`config.mk`:
```
export PLATFORM = sky130hd
export DESIGN_NAME = rv32_cpu_cp_issue_ctrl
export DESIGN_NICKNAME = d
export VERILOG_FILES = /design/src/rtl/rv32_cpu_cp_pkg.sv /design/src/rtl/rv32_cpu_cp_watchdog.sv /design/src/rtl/rv32_cpu_cp_issue_ctrl.sv
export SDC_FILE = /design/constraint.sdc
export NUM_CORES = 1
export LEC_CHECK = 0
export BUFFER_PORTS_ARGS = -buffer_cell sky130_fd_sc_hd__buf_2
export CAP_MARGIN = 5
export CORE_AREA = 4 4 119 121
export DETAILED_ROUTE_END_ITERATION = 12
export DIE_AREA = 0 0 123 125
export HOLD_SLACK_MARGIN = 0.05
export PLACE_DENSITY = 0.72
export SYNTH_ARGS = -nofsm -noshare
export SYNTH_HDL_FRONTEND = slang
export SYNTH_SLANG_ARGS = --single-unit
```
`constraint.sdc`:
```
create_clock -name i_clk -period 8 [get_ports i_clk]
set_input_delay 0.8 -clock i_clk [delete_from_list [all_inputs] [get_ports i_clk]]
set_output_delay 0.8 -clock i_clk [all_outputs]
set_load 0.1 [all_outputs]
```
`src/rtl/rv32_cpu_cp_pkg.sv`:
```
// Shared definitions for the CPU co-processor issue path: FSM encodings, CP slot indices
// and control bit positions.
package rv32_cpu_cp_pkg;

    localparam logic [1:0] ST_IDLE  = 2'd0;
    localparam logic [1:0] ST_ISSUE = 2'd1;
    localparam logic [1:0] ST_WAIT  = 2'd2;
    localparam logic [1:0] ST_DONE  = 2'd3;

    localparam int unsigned CP_SHIFT    = 0;
    localparam int unsigned CP_MULDIV   = 1;
    localparam int unsigned CP_BITMANIP = 2;
    localparam int unsigned CP_CUSTOM   = 3;

    localparam int unsigned CTRL_SHIFT_RIGHT = 0;
    localparam int unsigned CTRL_SHIFT_ARITH = 1;

endpackage

```
`src/rtl/rv32_cpu_cp_watchdog.sv`:
```
// WAIT-state cycle counter; tc flags the last permitted wait cycle.
module rv32_cpu_cp_watchdog #(
    parameter int unsigned TIMEOUT_CYC = 64
) (
    input  logic clk,
    input  logic rst,
    input  logic clr,
    input  logic en,
    output logic tc
);

    localparam int unsigned CW = (TIMEOUT_CYC > 2) ? $clog2(TIMEOUT_CYC) : 1;

    logic [CW-1:0] cnt;

    always_ff @(posedge clk or posedge rst) begin
        if (rst) begin
            cnt <= '0;
        end else if (clr) begin
            cnt <= '0;
        end else if (en && !tc) begin
            cnt <= cnt + CW'(1);
        end
    end

    assign tc = en && (cnt == CW'(TIMEOUT_CYC - 1));

endmodule

```
`src/rtl/rv32_cpu_cp_issue_ctrl.sv`:
```
// Issues one ALU-extension op to a selected co-processor and returns its registered result.
// Optional WAIT timeout enabled by defining RV32_CP_TIMEOUT_EN.
module rv32_cpu_cp_issue_ctrl
    import rv32_cpu_cp_pkg::*;
#(
    parameter int unsigned XLEN        = 32,
    parameter int unsigned NUM_CP      = 4,
    parameter int unsigned CP_SEL_W    = 2,
    parameter int unsigned CTRL_W      = 4,
    parameter int unsigned TIMEOUT_CYC = 64
) (
    input  logic                   i_clk,
    input  logic                   i_rst,
    input  logic                   i_cpu_trap,
    input  logic                   i_req_valid,
    output logic                   o_req_ready,
    input  logic [CP_SEL_W-1:0]    i_cp_sel,
    input  logic [CTRL_W-1:0]      i_ctrl,
    input  logic [XLEN-1:0]        i_rs1,
    input  logic [XLEN-1:0]        i_rs2,
    output logic [NUM_CP-1:0]      o_cp_start,
    output logic [CTRL_W-1:0]      o_cp_ctrl,
    output logic [XLEN-1:0]        o_cp_rs1,
    output logic [XLEN-1:0]        o_cp_rs2,
    input  logic [NUM_CP*XLEN-1:0] i_cp_res,
    input  logic [NUM_CP-1:0]      i_cp_valid,
    output logic [XLEN-1:0]        o_res,
    output logic                   o_done,
    output logic                   o_err
);

    logic [1:0]          state, state_n;
    logic [CP_SEL_W-1:0] sel_q;
    logic                err_q, err_n;
    logic [NUM_CP-1:0]   sel_hit;
    logic                legal, sel_valid, accept, capture, timeout;
    logic [XLEN-1:0]     sel_res, cap_val;

    assign o_req_ready = (state == ST_IDLE) && !i_cpu_trap;
    assign accept      = i_req_valid && o_req_ready;

    // Decode the latched select once; an out-of-range select matches no slot.
    always_comb begin
        sel_hit = '0;
        sel_res = '0;
        for (int unsigned k = 0; k < NUM_CP; k++) begin
            if (sel_q == CP_SEL_W'(k)) begin
                sel_hit[k] = 1'b1;
                sel_res    = i_cp_res[k*XLEN +: XLEN];
            end
        end
    end

    assign legal     = |sel_hit;
    assign sel_valid = |(sel_hit & i_cp_valid);

`ifdef RV32_CP_TIMEOUT_EN
    rv32_cpu_cp_watchdog #(
        .TIMEOUT_CYC(TIMEOUT_CYC)
    ) u_watchdog (
        .clk (i_clk),
        .rst (i_rst),
        .clr (state == ST_ISSUE),
        .en  (state == ST_WAIT),
        .tc  (timeout)
    );
`else
    logic unused_timeout_cfg;
    assign unused_timeout_cfg = ^TIMEOUT_CYC;
    assign timeout = 1'b0;
`endif

    always_comb begin
        state_n = state;
        err_n   = err_q;
        capture = 1'b0;
        cap_val = '0;
        case (state)
            ST_IDLE: begin
                if (accept) begin
                    state_n = ST_ISSUE;
                    err_n   = 1'b0;
                end
            end
            ST_ISSUE: begin
                if (!legal) begin
                    state_n = ST_DONE;
                    capture = 1'b1;
                    err_n   = 1'b1;
                end else if (sel_valid) begin
                    state_n = ST_DONE;
                    capture = 1'b1;
                    cap_val = sel_res;
                end else begin
                    state_n = ST_WAIT;
                end
            end
            ST_WAIT: begin
                // Valid on the terminal-count cycle still returns a normal result.
                if (sel_valid) begin
                    state_n = ST_DONE;
                    capture = 1'b1;
                    cap_val = sel_res;
                end else if (timeout) begin
                    state_n = ST_DONE;
                    capture = 1'b1;
                    err_n   = 1'b1;
                end
            end
            default: state_n = ST_IDLE;
        endcase
        if (i_cpu_trap && (state != ST_IDLE)) begin
            state_n = ST_IDLE;
            capture = 1'b0;
        end
    end

    always_ff @(posedge i_clk or posedge i_rst) begin
        if (i_rst) begin
            state     <= ST_IDLE;
            err_q     <= 1'b0;
            sel_q     <= '0;
            o_cp_ctrl <= '0;
            o_cp_rs1  <= '0;
            o_cp_rs2  <= '0;
            o_res     <= '0;
        end else begin
            state <= state_n;
            err_q <= err_n;
            if (accept) begin
                sel_q     <= i_cp_sel;
                o_cp_ctrl <= i_ctrl;
                o_cp_rs1  <= i_rs1;
                o_cp_rs2  <= i_rs2;
            end
            if (capture) begin
                o_res <= cap_val;
            end
        end
    end

    assign o_cp_start = (state == ST_ISSUE && !i_cpu_trap) ? sel_hit : '0;
    assign o_done     = (state == ST_DONE) && !i_cpu_trap;
    assign o_err      = o_done && err_q;

endmodule

```
[Word level (Yosys, flattened, before mapping)]
Index checks and enable logic that the tools add are counted.
Word-level totals
  register bits after elaboration: 105
  output and inout bits: 107
  logic and storage cells: 58
Operators by class
  equality and inequality tests: 10
  mux-type cells: 25
  bitwise logic cells: 1
  reductions and logical operators: 15
Operators by type and width (count)
  2-to-1 mux 32 bit: 6
  case mux 32 bit (2 select lines): 1
  2-to-1 mux 1 bit: 11
  == test 2 bit (second input constant): 4
  OR reduction 4 bit: 2
  logical AND 1 bit: 6
  2-to-1 mux 2 bit: 3
  case mux 2 bit (3 select lines): 1
  AND 4 bit: 1
  == test 2 x 1 -> 1 bit (second input constant): 2
  logical NOT 2 bit: 2
  2-to-1 mux 4 bit: 1
  != test 2 bit (second input constant): 2
  case mux 1 bit (2 select lines): 2
  nonzero test 2 bit: 2
  != test 3 x 2 -> 1 bit (second input constant): 1
  != test 3 bit (second input constant): 1
  AND reduction 3 bit: 1
  AND reduction 2 bit: 1
  logical NOT 1 bit: 1

[Longest topological paths before layout]
Gate-level depths: netlist of the first run.
  depth in word-level cells: 8
  gate-level depth with buffers: 6

[Least setup slack after synthesis of the first run]
OpenSTA, ideal clock, no wires.
  kind: input to output
  from: input port i_cpu_trap
  to: output port o_cp_start[0]
  arrival time: 4.090 ns
  required time: 7.200 ns
  slack: 3.110 ns
  stages: 2
  buffers on the path: 1
  path through: clkbuf_1 > nor4b_1
On the way
  longest elaborated chain between the ends: 3
RTL lines
  start, declared: line rv32_cpu_cp_issue_ctrl.sv:14  | input logic i_cpu_trap,
  logical NOT 1 bit: line rv32_cpu_cp_issue_ctrl.sv:142  | assign o_cp_start = (state == ST_ISSUE && !i_cpu_trap) ? sel_hit : '0;
  logical AND 1 bit: line rv32_cpu_cp_issue_ctrl.sv:142
  2-to-1 mux 4 bit: line rv32_cpu_cp_issue_ctrl.sv:142
  end, declared: line rv32_cpu_cp_issue_ctrl.sv:21  | output logic [NUM_CP-1:0] o_cp_start,
Every way passes these cells.

[Worst setup path after layout of the first run]
  from: register state[1]
  to: output port o_cp_start[1]
On the way
  longest elaborated chain between the ends: 3
RTL lines
  start, declared: line rv32_cpu_cp_issue_ctrl.sv:32  | logic [1:0] state, state_n;
  start signal, assigned: line rv32_cpu_cp_issue_ctrl.sv:128  | state <= state_n;
  == test 2 x 1 -> 1 bit: line rv32_cpu_cp_issue_ctrl.sv:142
  logical AND 1 bit: line rv32_cpu_cp_issue_ctrl.sv:142
  2-to-1 mux 4 bit: line rv32_cpu_cp_issue_ctrl.sv:142
Every way passes these cells.

==> results.py, run 1 <==
metrics = {
    "run_status": {
        "outcome": "finished clean",
    },
    "critical_path": {
        "cp-end-kind": "output pin",
        "crit_required_ns": 7.20,
        "cp.arrival_ns": 2.04,
        "cp_slowest_stage_delay_ns": 0.47,
        "path_cells": "inv_1 > ha_1 > nor4bb_1 > buf_2",
        "start_kind": "register",
        "worstSetupPathType": "reg -> out",
        "critPathSlowestCell": "buf_2",
        "r2r_setup_slack_ns": 5.42,
        "worst-path-max-fanout": 7,
    },
    "clocking": {
        "cts_resized": 0,
        "path_clk_slew_ns": 0.07,
        "clk_latency_ns": 0.34,
        "cts_tree": "done",
        "cts-root-buf": "clkbuf_16",
        "holdBufCountCts": 0,
        "cts_sinks": 105,
        "cts.path.max_buffers": 2,
        "htreeDepth": 3,
        "postCtsSetupBuffers": 0,
        "numCtsBuffers": 9,
    },
    "global_route": {
        "grt_remaining_overflow": 0,
        "antenna_found_initial": 1,
        "gr-usage-all-layers_pct": 17.8,
        "grt_max_degree": 63,
        "grt_first_pass_wirelength_mm": 21.4,
        "grt_pass1_vias": 4136,
    },
    "route": {
        "ant_nets": 0,
        "drc_errors": 0,
        "vias": 3737,
        "routed_wl_mm": 13.8,
        "drt_pass1_iterations": 4,
        "wl_per_cell_um": 17.7,
        "vias_per_cell": 4.80,
        "drt_iter0_markers": 111,
    },
    "die": {
        "row_count": 42,
        "die_x_um": 123,
        "core_area_um2": 13100,
        "io_pins": 313,
        "die-area_um2": 15400,
        "initial_core_util_pct": 37.3,
        "die_h_um": 125,
    },
    "sta": {
        "final.setup.tns_ns": 0,
        "maxSlewViolCount": 0,
        "max_slew.worst_pin.slew_ns": 1.09,
        "rsz0062_at_grt": "false",
        "skew_ns": 0.00831,
        "min_period_over_period_pct": 35.4,
        "clock.fmax_ghz": 0.353,
        "slew_headroom_pct": 27.3,
        "post-route-min-period_ns": 2.84,
        "finalHoldViolCount": 0,
        "setup_viol": 0,
    },
    "synth": {
        "yosysTopAreaCell": "dfrtp_1",
        "yosysSeqAreaShare_pct": 53.9,
        "synthTopCellsByCount": "dfrtp_1 (105), mux2_2 (72), mux4_2 (33)",
        "ys_async_sr_fraction_pct": 100,
        "yosysMostFrequentCell": "dfrtp_1",
        "ys_ff_latch": 105,
        "syn_avg_cell_area_um2": 16.8,
        "synth_top_area_share_pct": 53.9,
        "syn-num-nets": 501,
        "synth_flop_cell": "dfrtp_1",
        "synthCells": 290,
        "synth-edff-count": 0,
        "syn_area_um2": 4880,
        "synth_top_cells_by_area": "dfrtp_1 (54%), mux2_2 (17%), mux4_2 (15%), mux2_1 (6.9%), ha_1 (1.3%)",
        "yosysWarnings": 0,
        "synthDistinctLibCells": 27,
    },
    "layout": {
        "fill_cells": 1134,
        "syn_to_final_growth_pct": 41.3,
        "drive_gt1_share_pct": 73.3,
        "stdcell_count": 778,
        "num_antenna_cells": 0,
        "nets": 808,
    },
    "min_path": {
        "hp-class": "reg -> reg",
    },
    "place": {
        "portBuffers": 312,
        "hpwl_mm": 11.0,
        "place.gp.congestion": 0.792,
        "placed_cells": 762,
    },
    "flow_run": {
        "drv_cap": 0,
    },
}
-- placed cells by master (no fill, tap or decap), types with 2 or more instances in the layout --
cell	Yosys	final
clkbuf_16	0	9
nand2b_1	3	3
nor2_1	2	2
mux2_1	30	30
inv_1	4	3
mux4_2	33	33
buf_4	0	4
clkinv_4	0	3
nor4bb_1	2	2
buf_2	5	312
dfrtp_1	105	104
mux2_2	72	72
inv_6	0	2
ha_1	5	5
-- state kept, by name (all words and copies together), names as in the netlist --
signal,count
o_res,32
o_cp_ctrl,4
o_cp_rs1,32
err_q,1
o_cp_rs2,32
state,2
sel_q,2
-- cells by family (layout without fill, tap and decap cells) --
| kind of cell | count (synthesis) | after routing | share of synthesized area, % |
|---|---|---|---|
| compound gates | 7 | 7 | 1.49 |
| fa+ha+maj | 5 | 5 | 1.28 |
| buf+inv | 24 | 336 | 2.59 |
| flops | 105 | 105 | 53.9 |
| mux | 135 | 135 | 38.8 |
| simple gates | 14 | 14 | 1.98 |
-- area by class of cell --
cell class	instances	area [um^2]	area share [%]
clock buffers	9	225	3.27
clock inverters	7	85.1	1.23
inverters	4	17.5	0.254
multi-input cells	161	2120	30.8
flip-flops and latches	105	2630	38.1
well taps	176	220	3.20
repair buffers	316	1590	23.1
-- final timing paths --
path                          start       endpoint  cells past startpoint
setup / recovery           state[1]  o_cp_start[1]                      4
hold / removal                err_q          err_q                      1
setup reg to reg           sel_q[1]      o_res[16]                      4
hold reg to reg               err_q          err_q                      1
max in group asynchronous     i_rst       sel_q[0]                      3
min in group asynchronous     i_rst    o_cp_rs1[0]                      2
-- layer usage --
metal,up-vias,global-route usage (%),part of all wire (%)
li1,1711,-,-
met1,1828,20.5,38
met2,178,31.9,52
met3,18,4.52,8.7
met4,2,6.19,1.6
met5,-,0,0.11
-- through the flow --
stage | area (um^2) | setup slack [ns] | utilization [%] | hold slack, ns
after floorplan | 4880 | 3.11 | - | 0.449
after global placement | 6580 | 5.23 | 50.3 | 0.465
after detailed placement | 6580 | 5.18 | 50.3 | 0.476
after CTS | 6890 | 5.09 | 52.7 | 0.491
after global routing | 6890 | 4.97 | 52.7 | 0.499
final | 6890 | 5.16 | 52.7 | 0.485
-- worst max-delay path, delay by kind of cell (launching register included) --
kind / cells / cell delay (ns)
simple gates: 1 / 0.32
flops: 1 / 0.42
fa+ha+maj: 1 / 0.35
buf+inv: 2 / 0.59
Power of run 1 is not shown: default switching activity piles up to over one toggle a cycle in this logic, so the estimate is an artifact.
==> inputs of run 2 (changes only) <==
clock period = 2.76 ns   (was 8 ns; I/O delays follow)
==> run 2 against run 1 <==
Net effect: worst hold slack worse by 0.37 ns; via count grew 2.1%; non-clock buffer count increased by 2; critical path type unchanged; critical endpoint is now o_cp_start[2].
==> results.py, run 2 (synthesis gave the netlist of run 1 again) <==
metrics = {
    "place": {
        "hpwl_mm": 12.0,
        "place.gp.congestion": 0.789,
        "portBuffers": 312,
        "post_dp_cell_area_um2": 6650,
    },
    "sta": {
        "skew_ns": 0.0117,
        "min_period_over_period_pct": 85.5,
        "max_slew.worst_pin.slew_ns": 1.15,
        "clock.fmax_ghz": 0.424,
        "finalHoldViolCount": 0,
        "setup_viol": 0,
        "maxSlewViolCount": 0,
        "slew_headroom_pct": 23.6,
        "rsz0062_at_grt": "false",
        "post-route-min-period_ns": 2.36,
    },
    "die": {
        "die_h_um": 125,
        "row_count": 42,
        "die-area_um2": 15400,
        "initial_core_util_pct": 37.3,
        "die_x_um": 123,
        "io_pins": 313,
        "core_area_um2": 13100,
    },
    "layout": {
        "nets": 810,
        "mostFrequentLayoutCell": "buf_2",
        "drive_gt1_share_pct": 74.0,
        "fin_util_pct": 53.4,
        "layout_common_cells": "buf_2 (312), dfrtp_1 (104), mux2_2 (72)",
        "reg_top3": "o_cp_rs1: 32 flops, o_cp_rs2: 32 flops, o_res: 32 flops",
        "final_area_um2": 6990,
        "fill_cells": 1143,
        "syn_to_final_growth_pct": 43.3,
    },
    "clocking": {
        "path_clk_slew_ns": 0.07,
        "postCtsSetupBuffers": 0,
        "cts-root-buf": "clkbuf_16",
        "htreeDepth": 3,
        "cts_tree": "done",
        "numCtsBuffers": 9,
        "cts_resized": 0,
        "clk_latency_ns": 0.34,
        "cts.path.max_buffers": 2,
        "holdBufCountCts": 0,
        "cts_sinks": 105,
    },
    "route": {
        "drc_errors": 0,
        "drt_pass1_iterations": 4,
        "vias": 3814,
        "wl_per_cell_um": 19.3,
        "vias_per_cell": 4.88,
        "ant_nets": 0,
        "routed_wl_mm": 15.1,
        "drt_iter0_markers": 168,
    },
    "global_route": {
        "grt_max_degree": 52,
        "antenna_found_initial": 1,
        "grt_remaining_overflow": 0,
        "grt_pass1_vias": 4292,
        "grt_first_pass_wirelength_mm": 22.6,
        "gr-usage-all-layers_pct": 19.0,
    },
    "critical_path": {
        "critPathLaunch": "state[1]",
        "r2r_setup_slack_ns": 0.44,
        "reg2reg_to": "o_res[31]",
        "cp-end-kind": "output pin",
        "cp.arrival_ns": 2.08,
        "worstSetupPathType": "reg -> out",
        "crit_required_ns": 2.48,
        "worst-path-max-fanout": 7,
        "r2r_start": "state[1]",
        "reg2reg_depth": 4,
        "start_kind": "register",
    },
    "run_status": {
        "outcome": "finished clean",
    },
    "min_path": {
        "hp-class": "in -> async",
    },
    "flow_run": {
        "drv_cap": 0,
    },
}
## run 2: area by class of cell
| type | count | area [um^2] | share of cell area, % |
|---|---|---|---|
| Timing Repair Buffer | 318 | 1620 | 23.2 |
| Sequential cell | 105 | 2630 | 37.6 |
| Multi-Input combinational cell | 161 | 2160 | 30.9 |
| Clock buffer | 10 | 239 | 3.42 |
| Tap cell | 176 | 220 | 3.15 |
| Inverter | 4 | 18.8 | 0.269 |
| Clock inverter | 6 | 97.6 | 1.40 |
| Antenna cell | 1 | 2.50 | 0.0358 |
## run 2: through the flow
| stage | hold slack [ns] | setup slack, ns | TNS (ns) | cells |
|---|---|---|---|---|
| 5_1_grt | 0.136 | 0.278 | 0 | 781 |
| 4_1_cts | 0.121 | 0.408 | 0 | 780 |
| 6_report | 0.117 | 0.401 | 0 | 781 |
| 2_1_floorplan | 0.427 | -0.0546 | -0.0546 | 290 |
| 3_5_place_dp | 0.469 | 0.448 | 0 | 764 |
| 3_3_place_gp | 0.472 | 0.516 | 0 | 764 |
## run 2: worst max path at each step
stage / slack [ns] / cells after the start / endpoint
finish: 0.40 / 4 / o_cp_start[2]
global route: 0.28 / 4 / o_cp_start[2]
CTS: 0.41 / 4 / o_cp_start[2]
detailed placement: 0.45 / 3 / o_res[11]
global placement: 0.52 / 3 / o_res[9]
floorplan: -0.05 / 3 / o_cp_start[0]
## run 2: per-layer routing
metal	global-route usage, %	wire, um
met3	5.28	1380
met4	6.25	253
met5	0	0
met1	20.0	5150
met2	35.7	8280
## run 2: worst max-delay path: stages (launching register included)
cell	delay, ns
dfrtp_1	0.43
inv_1	0.14
ha_1	0.37
nor4bb_4	0.35
buf_2	0.47
Power of run 2 is left out for the same reason.
